### src/rtl/linkspeed_pkg.sv
// Shared message/exit codes, FSM state type and verdict helpers for the LINKSPEED sequencer.
package linkspeed_pkg;

    localparam logic [3:0] MSG_START_REQ    = 4'd1;
    localparam logic [3:0] MSG_START_RESP   = 4'd2;
    localparam logic [3:0] MSG_DONE_REQ     = 4'd3;
    localparam logic [3:0] MSG_DONE_RESP    = 4'd4;
    localparam logic [3:0] MSG_REPAIR_REQ   = 4'd5;
    localparam logic [3:0] MSG_REPAIR_RESP  = 4'd6;
    localparam logic [3:0] MSG_DEGRADE_REQ  = 4'd7;
    localparam logic [3:0] MSG_DEGRADE_RESP = 4'd8;
    localparam logic [3:0] MSG_RETRAIN_REQ  = 4'd9;
    localparam logic [3:0] MSG_RETRAIN_RESP = 4'd10;

    localparam logic [2:0] EXIT_NONE    = 3'd0;
    localparam logic [2:0] EXIT_DONE    = 3'd1;
    localparam logic [2:0] EXIT_REPAIR  = 3'd2;
    localparam logic [2:0] EXIT_DEGRADE = 3'd3;
    localparam logic [2:0] EXIT_RETRAIN = 3'd4;
    localparam logic [2:0] EXIT_TIMEOUT = 3'd5;

    typedef enum logic [2:0] {
        ST_IDLE,
        ST_START,
        ST_TEST,
        ST_EVAL,
        ST_RESULT,
        ST_WAIT,
        ST_EXIT
    } state_t;

    function automatic logic [2:0] severity(input logic [2:0] ex);
        case (ex)
            EXIT_DONE:    return 3'd1;
            EXIT_REPAIR:  return 3'd2;
            EXIT_DEGRADE: return 3'd3;
            EXIT_RETRAIN: return 3'd4;
            default:      return 3'd0;
        endcase
    endfunction

    function automatic logic [2:0] worst_exit(input logic [2:0] a, input logic [2:0] b);
        return (severity(a) >= severity(b)) ? a : b;
    endfunction

    function automatic logic [3:0] verdict_req(input logic [2:0] ex);
        case (ex)
            EXIT_DONE:    return MSG_DONE_REQ;
            EXIT_REPAIR:  return MSG_REPAIR_REQ;
            EXIT_DEGRADE: return MSG_DEGRADE_REQ;
            EXIT_RETRAIN: return MSG_RETRAIN_REQ;
            default:      return 4'd0;
        endcase
    endfunction

    function automatic logic [2:0] req_verdict(input logic [3:0] msg);
        case (msg)
            MSG_DONE_REQ:    return EXIT_DONE;
            MSG_REPAIR_REQ:  return EXIT_REPAIR;
            MSG_DEGRADE_REQ: return EXIT_DEGRADE;
            MSG_RETRAIN_REQ: return EXIT_RETRAIN;
            default:         return EXIT_NONE;
        endcase
    endfunction

    function automatic logic is_req(input logic [3:0] msg);
        case (msg)
            MSG_START_REQ, MSG_DONE_REQ, MSG_REPAIR_REQ,
            MSG_DEGRADE_REQ, MSG_RETRAIN_REQ: return 1'b1;
            default:                          return 1'b0;
        endcase
    endfunction

endpackage

### src/rtl/linkspeed_resp_arb.sv
// One-deep pending-response register plus the sideband send arbiter.
// Responses win over local requests; a send needs TX idle and a gap cycle after the previous send.
module linkspeed_resp_arb
    import linkspeed_pkg::*;
(
    input  logic       clk,
    input  logic       rst,
    input  logic       clr,
    input  logic       rx_req_valid,
    input  logic [3:0] rx_resp_code,
    input  logic       fsm_req_valid,
    input  logic [3:0] fsm_req_code,
    input  logic       busy,
    output logic       fsm_req_taken,
    output logic       o_valid,
    output logic [3:0] o_msg
);

    logic       pend_valid;
    logic [3:0] pend_code;
    logic       can_send;
    logic       send_resp;

    always_comb begin
        can_send      = !clr && !busy && !o_valid;
        send_resp     = can_send && pend_valid;
        fsm_req_taken = can_send && !pend_valid && fsm_req_valid;
    end

    always_ff @(posedge clk or posedge rst) begin
        if (rst) begin
            o_valid    <= 1'b0;
            o_msg      <= '0;
            pend_valid <= 1'b0;
            pend_code  <= '0;
        end else if (clr) begin
            o_valid    <= 1'b0;
            o_msg      <= '0;
            pend_valid <= 1'b0;
            pend_code  <= '0;
        end else begin
            o_valid <= send_resp || fsm_req_taken;
            if (send_resp) begin
                o_msg <= pend_code;
            end else if (fsm_req_taken) begin
                o_msg <= fsm_req_code;
            end
            // A request arriving while the pending one is being sent replaces it.
            if (rx_req_valid) begin
                pend_valid <= 1'b1;
                pend_code  <= rx_resp_code;
            end else if (send_resp) begin
                pend_valid <= 1'b0;
            end
        end
    end

endmodule

### src/rtl/linkspeed_seq.sv
// LINKSPEED sequencer for MBTRAIN: local start/point-test/result exchange plus partner responder.
// Final exit is the most severe of local and remote verdicts, or timeout.
module linkspeed_seq
    import linkspeed_pkg::*;
#(
    parameter int unsigned NUM_LANES      = 16,
    parameter int unsigned NUM_GROUPS     = 2,
    parameter int unsigned TIMEOUT_CYCLES = 800000
) (
    input  logic                  clk,
    input  logic                  rst,
    input  logic                  i_en,
    input  logic [3:0]            i_sideband_message,
    input  logic                  i_sideband_valid,
    input  logic                  i_busy,
    input  logic                  i_point_test_ack,
    input  logic [NUM_LANES-1:0]  i_lanes_result,
    input  logic                  i_valid_framing_error,
    input  logic                  i_comming_from_repair,
    output logic                  o_valid,
    output logic [3:0]            o_sideband_message,
    output logic                  o_point_test_en,
    output logic [NUM_GROUPS-1:0] o_group_functional,
    output logic [2:0]            o_exit,
    output logic                  o_ack
);

    localparam int unsigned LANES_PER_GROUP = NUM_LANES / NUM_GROUPS;
    localparam int unsigned TMR_W           = $clog2(TIMEOUT_CYCLES + 1);
    localparam logic [TMR_W-1:0] TMR_LAST   = TMR_W'(TIMEOUT_CYCLES - 1);

    state_t state, next_state;
    logic [TMR_W-1:0] timer;
    logic             timer_expired;

    logic [2:0] next_exit, exit_code, local_verdict, remote_verdict, eval_verdict, rx_verdict;
    logic       start_req_sent, start_resp_rcvd, start_answered;
    logic       own_resp_rcvd, remote_known, lanes_all_pass;
    logic       rx_active, rx_req_valid, fsm_req_valid, fsm_req_taken, arb_clr;
    logic [3:0] fsm_req_code, own_resp_code, rx_resp_code;
    logic [NUM_GROUPS-1:0] group_pass;

    genvar g;
    generate
        for (g = 0; g < NUM_GROUPS; g++) begin : g_group
            assign group_pass[g] = &i_lanes_result[g*LANES_PER_GROUP +: LANES_PER_GROUP];
        end
    endgenerate

    always_comb begin
        rx_active     = i_sideband_valid && i_en && (state != ST_IDLE);
        rx_req_valid  = rx_active && is_req(i_sideband_message);
        rx_resp_code  = i_sideband_message + 4'd1;
        rx_verdict    = req_verdict(i_sideband_message);
        own_resp_code = verdict_req(local_verdict) + 4'd1;
        arb_clr       = !i_en;
        timer_expired = (timer == TMR_LAST);
    end

    always_comb begin
        if (i_valid_framing_error) begin
            eval_verdict = EXIT_RETRAIN;
        end else if (lanes_all_pass) begin
            eval_verdict = EXIT_DONE;
        end else if ((|o_group_functional) && (NUM_GROUPS > 1) && !i_comming_from_repair) begin
            eval_verdict = EXIT_REPAIR;
        end else begin
            eval_verdict = EXIT_DEGRADE;
        end
    end

    linkspeed_resp_arb u_resp_arb (
        .clk           (clk),
        .rst           (rst),
        .clr           (arb_clr),
        .rx_req_valid  (rx_req_valid),
        .rx_resp_code  (rx_resp_code),
        .fsm_req_valid (fsm_req_valid),
        .fsm_req_code  (fsm_req_code),
        .busy          (i_busy),
        .fsm_req_taken (fsm_req_taken),
        .o_valid       (o_valid),
        .o_msg         (o_sideband_message)
    );

    // Timer restarts on every state change and saturates, so timer==0 in EXIT marks the entry cycle.
    always_ff @(posedge clk or posedge rst) begin
        if (rst) begin
            state <= ST_IDLE;
            timer <= '0;
        end else begin
            state <= next_state;
            if (next_state != state) begin
                timer <= '0;
            end else if (timer != TMR_LAST) begin
                timer <= timer + TMR_W'(1);
            end
        end
    end

    always_comb begin
        next_state = state;
        next_exit  = worst_exit(local_verdict, remote_verdict);
        if (!i_en) begin
            next_state = ST_IDLE;
        end else begin
            case (state)
                ST_IDLE:   next_state = ST_START;
                ST_START: begin
                    if (start_req_sent && start_resp_rcvd && start_answered) begin
                        next_state = ST_TEST;
                    end else if (timer_expired) begin
                        next_state = ST_EXIT;
                        next_exit  = EXIT_TIMEOUT;
                    end
                end
                ST_TEST: begin
                    if (i_point_test_ack) begin
                        next_state = ST_EVAL;
                    end else if (timer_expired) begin
                        next_state = ST_EXIT;
                        next_exit  = EXIT_TIMEOUT;
                    end
                end
                ST_EVAL:   next_state = ST_RESULT;
                ST_RESULT: if (fsm_req_taken) next_state = ST_WAIT;
                ST_WAIT: begin
                    if (own_resp_rcvd && remote_known) begin
                        next_state = ST_EXIT;
                    end else if (timer_expired) begin
                        next_state = ST_EXIT;
                        next_exit  = EXIT_TIMEOUT;
                    end
                end
                ST_EXIT:   next_state = ST_EXIT;
                default:   next_state = ST_IDLE;
            endcase
        end
    end

    always_comb begin
        o_point_test_en = (state == ST_TEST);
        o_exit          = (state == ST_EXIT) ? exit_code : EXIT_NONE;
        o_ack           = (state == ST_EXIT) && (timer == '0);
        fsm_req_valid   = ((state == ST_START) && !start_req_sent) || (state == ST_RESULT);
        fsm_req_code    = (state == ST_START) ? MSG_START_REQ : verdict_req(local_verdict);
    end

    always_ff @(posedge clk or posedge rst) begin
        if (rst) begin
            start_req_sent     <= 1'b0;
            start_resp_rcvd    <= 1'b0;
            start_answered     <= 1'b0;
            own_resp_rcvd      <= 1'b0;
            remote_known       <= 1'b0;
            remote_verdict     <= EXIT_NONE;
            local_verdict      <= EXIT_NONE;
            exit_code          <= EXIT_NONE;
            lanes_all_pass     <= 1'b0;
            o_group_functional <= '0;
        end else if (!i_en || state == ST_IDLE) begin
            start_req_sent     <= 1'b0;
            start_resp_rcvd    <= 1'b0;
            start_answered     <= 1'b0;
            own_resp_rcvd      <= 1'b0;
            remote_known       <= 1'b0;
            remote_verdict     <= EXIT_NONE;
            local_verdict      <= EXIT_NONE;
            exit_code          <= EXIT_NONE;
            lanes_all_pass     <= 1'b0;
            o_group_functional <= '0;
        end else begin
            if (state == ST_START && fsm_req_taken) start_req_sent <= 1'b1;
            if (o_valid && o_sideband_message == MSG_START_RESP) start_answered <= 1'b1;
            if (rx_active && i_sideband_message == MSG_START_RESP) start_resp_rcvd <= 1'b1;
            if (rx_active && state == ST_WAIT && i_sideband_message == own_resp_code) begin
                own_resp_rcvd <= 1'b1;
            end
            if (rx_active && rx_verdict != EXIT_NONE) begin
                remote_known   <= 1'b1;
                remote_verdict <= rx_verdict;
            end
            if (state == ST_TEST && i_point_test_ack) begin
                o_group_functional <= group_pass;
                lanes_all_pass     <= &i_lanes_result;
            end
            if (state == ST_EVAL) local_verdict <= eval_verdict;
            if (next_state == ST_EXIT && state != ST_EXIT) exit_code <= next_exit;
        end
    end

endmodule

### config.mk
export PLATFORM = sky130hd
export DESIGN_NAME = linkspeed_seq
export DESIGN_NICKNAME = d
export VERILOG_FILES = /design/src/rtl/linkspeed_pkg.sv /design/src/rtl/linkspeed_resp_arb.sv /design/src/rtl/linkspeed_seq.sv
export SDC_FILE = /design/constraint.sdc
export NUM_CORES = 1
export LEC_CHECK = 0
export ABC_AREA = 1
export CAP_MARGIN = 20
export CORE_MARGIN = 2
export CORE_UTILIZATION = 61
export DETAILED_ROUTE_END_ITERATION = 10
export DONT_BUFFER_PORTS = 1
export PLACE_DENSITY = 0.8
export SLEW_MARGIN = 20
export SYNTH_ARGS = -nofsm -noshare
export SYNTH_HDL_FRONTEND = slang
export SYNTH_SLANG_ARGS = --single-unit
### constraint.sdc
create_clock -name clk -period 2.5 [get_ports clk]
set_input_delay 0.25 -clock clk [delete_from_list [all_inputs] [get_ports clk]]
set_output_delay 0.25 -clock clk [all_outputs]
set_load 0.01 [all_outputs]
==> metrics.cfg <==
[yosys]
synthArstFlopShare_pct=100.0
synth_top_area_share_pct=39.97
syn_inst=402
syn_nets=438
syn-cell-area_um2=3131
synth_largest_area_cell=dfrtp_1
ys_ff_latch=50
synth_edf_count=0
synth.avg_cell_area_um2=7.787
yosysWarnings=0
synth-seq-area-share_pct=39.97
synth_flop_cell=dfrtp_1
synth_cell_types=38
synth.area.top_cells=dfrtp_1 (40%), nand2_1 (8.5%), inv_1 (6.4%), nand3_1 (5.9%), nor2_1 (5.4%)

[worst_setup_path]
r2r-start=timer[1]$_DFFE_PP0P_
r2r_cells=13
crit_arrival_ns=2.37
worstPathRequired_ns=2.69
cp-start-kind=flop
regToRegEndpoint=timer[18]$_DFFE_PP0P_
end_kind=flop
worstPathMaxFanout=13
crit_end=timer[18]$_DFFE_PP0P_
rrSetupSlack_ns=0.32
critical_path_class=reg2reg
crit_path_start=timer[1]$_DFFE_PP0P_

[cts]
root_buffer=clkbuf_8
htree_levels=2
clockBufferDepth=2
post_cts_resized=0
cts_num_sinks=50
cts_setup_buffers=0
insertion_delay_ns=0.30
cts_buffers=5
cts_tree=built
clk_pin_slew_ns=0.09

[power]
power_density_nw_per_um2=481.9
swShare_pct=25.45
intPower_uw=1195
pwr-share-seq_pct=53.2
combPwrFrac_pct=11.9
switchingPower_uw=408.0
p_leak_uw=0.001571
clkPwrFrac_pct=34.9
max-vdd-ir-drop_v=0.0002491

[place]
place_congestion=0.9828
place_inst=471
post-dp-hpwl_um=5085
port_buffers=0

[grt]
antenna_found_initial=0
grt_max_degree=22
grt_pass1_vias=2451
track_usage_pct=24.91
grt_pass1_wl_um=10930
overflow=0

[detailed_routing]
drtIter0Drc=138
first_pass_iters=4
wl_um=6480
drt-wirelength-per-cell_um=13.50
vias_per_cell=5.515
ant_nets=0
vias=2647
drcViolationCount=0

[cells_and_area]
area_growth_pct=6.275
final_cell_count_no_fill=480
nets=445
drive_above_1_share_pct=15.12
fin_util_pct=65.98
antenna_cells=0

[floorplanning]
initial_core_util_pct=62.08
io_pins=40
die_h_um=75.64
row_count=26
fp.dieArea_um2=5721
die_x_um=75.64
core-area_um2=5042

[timing]
slew_headroom_pct=59.56
finalHoldViolCount=0
min_period_ns=2.181
clock_skew_ns=0.005731
setup_viol=0
fmax_ghz=0.4586
tightest_slew_ns=0.6011
period_share_pct=87.23
drv_slew=0
setup-tns-final_ns=0
rsz0062_at_grt=false

[status]
run_status=finished, final reports clean

[job]
cap_violations=0

[hold_path]
hold_class=in2reg

==> cells by family (layout without fill, tap and decap cells) <==
logic type / after synthesis / after routing / share of synthesized area [%]
xor+xnor: 15 / 15 / 4.197
simple gates: 213 / 213 / 33.97
buf+inv: 65 / 73 / 8.873
compound gates: 51 / 51 / 9.792
fa+ha+maj: 8 / 8 / 3.198
flops: 50 / 50 / 39.97
==> timing repair <==
action / CTS / global route
hold buffers: 1 / 0
setup endpoints to repair: 0 / 0
hold endpoints to repair: 11 / 0
==> flip-flops by register name, indices dropped and copies added, names as in the netlist, 2 cells and up <==
| name | count |
|---|---|
| timer | 20 |
| u_resp_arb.o_msg | 4 |
| u_resp_arb.pend_code | 4 |
| exit_code | 3 |
| local_verdict | 3 |
| remote_verdict | 3 |
| state | 3 |
| o_group_functional | 2 |
==> cell usage in the layout, fill, tap and decap left out, types with 2 or more instances in the layout <==
master and n:
nand2_1 71, inv_1 52, dfrtp_1 50, nor2_1 45
nand3_1 37, nor2_2 24, o21ai_0 21, xor2_1 13
nand4_1 9, ha_1 8, nand2_2 7, inv_2 7
o22ai_1 7, a21oi_1 6, nor3_1 5, nor2_4 5
clkbuf_8 5, a22oi_1 3, buf_4 3, nand3_4 2
nand3_2 2, o21ai_1 2, xnor2_1 2, o211ai_1 2
a211oi_1 2, o31ai_1 2, nor4_1 2, clkbuf_1 2
==> worst max-delay path, stage by stage (launching register included) <==
cell	delay, ns
dfrtp_1	0.37
ha_1	0.24
nand3_4	0.13
nor2_8	0.17
nand3_4	0.17
nand3_1	0.11
nand2_1	0.05
nand3_1	0.13
nand2_1	0.10
nand2_1	0.07
nand2_1	0.06
nand2_2	0.25
buf_12	0.20
nor2_2	0.04
==> final cells by class <==
type	count	area [µm²]
flip-flops and latches	50	1251
well taps	70	87.58
fillers	441	1715
repair buffers	5	52.55
multi-input cells	287	1602
inverters	60	227.7
clock inverters	1	30.03
clock buffers	7	76.32
==> cell usage after synthesis (6+ instances only) <==
cell and count:
a21oi_1 6, dfrtp_1 50, ha_1 8, inv_1 53
inv_2 6, nand2_1 71, nand2_2 7, nand3_1 37
nand4_1 9, nor2_1 45, nor2_2 24, o21ai_0 21
o22ai_1 7, xor2_1 13
==> how the worst min path moves through the flow <==
stage	from	depth (start not counted)	to	slack, ns
after global placement	rst	1	u_resp_arb.o_msg[1]$_DFFE_PP0P_	0.09
after floorplan	i_valid_framing_error	1	local_verdict[1]$_DFFE_PP0P_	0.35
final	i_valid_framing_error	1	local_verdict[1]$_DFFE_PP0P_	0.04
after global routing	i_valid_framing_error	1	local_verdict[1]$_DFFE_PP0P_	0.04
after detailed placement	rst	1	u_resp_arb.o_msg[1]$_DFFE_PP0P_	0.09
after CTS	i_valid_framing_error	1	local_verdict[1]$_DFFE_PP0P_	0.03
==> power by group through the flow <==
stage	Clock, µW	Combinational (µW)	Sequential (µW)
CTS	569	194	852
finish	560	191	853
detailed placement	0	193	869
global route	599	221	857
global placement	0	188	867
floorplan	0	159	863
==> metrics by stage <==
step	area, µm²	setup WS, ns	hold WS, ns	total power [µW]
floorplan	3131	0.7444	0.3503	1023
detailed placement	3211	0.3138	0.08923	1062
global placement	3211	0.3897	0.08779	1055
CTS	3327	0.3025	0.03092	1616
global route	3327	0.03947	0.03824	1677
finish	3327	0.3193	0.03789	1603
==> routing by layer <==
metal / track usage (%) / vias up / part of all wire [%]
li1: - / 1317 / -
met1: 34.78 / 1254 / 46
met2: 39.61 / 69 / 48
met3: 5.556 / 7 / 4.6
met4: 6.433 / 0 / 1.1
met5: 0 / - / 0
Note: power is estimated with default switching activity, not from simulation.
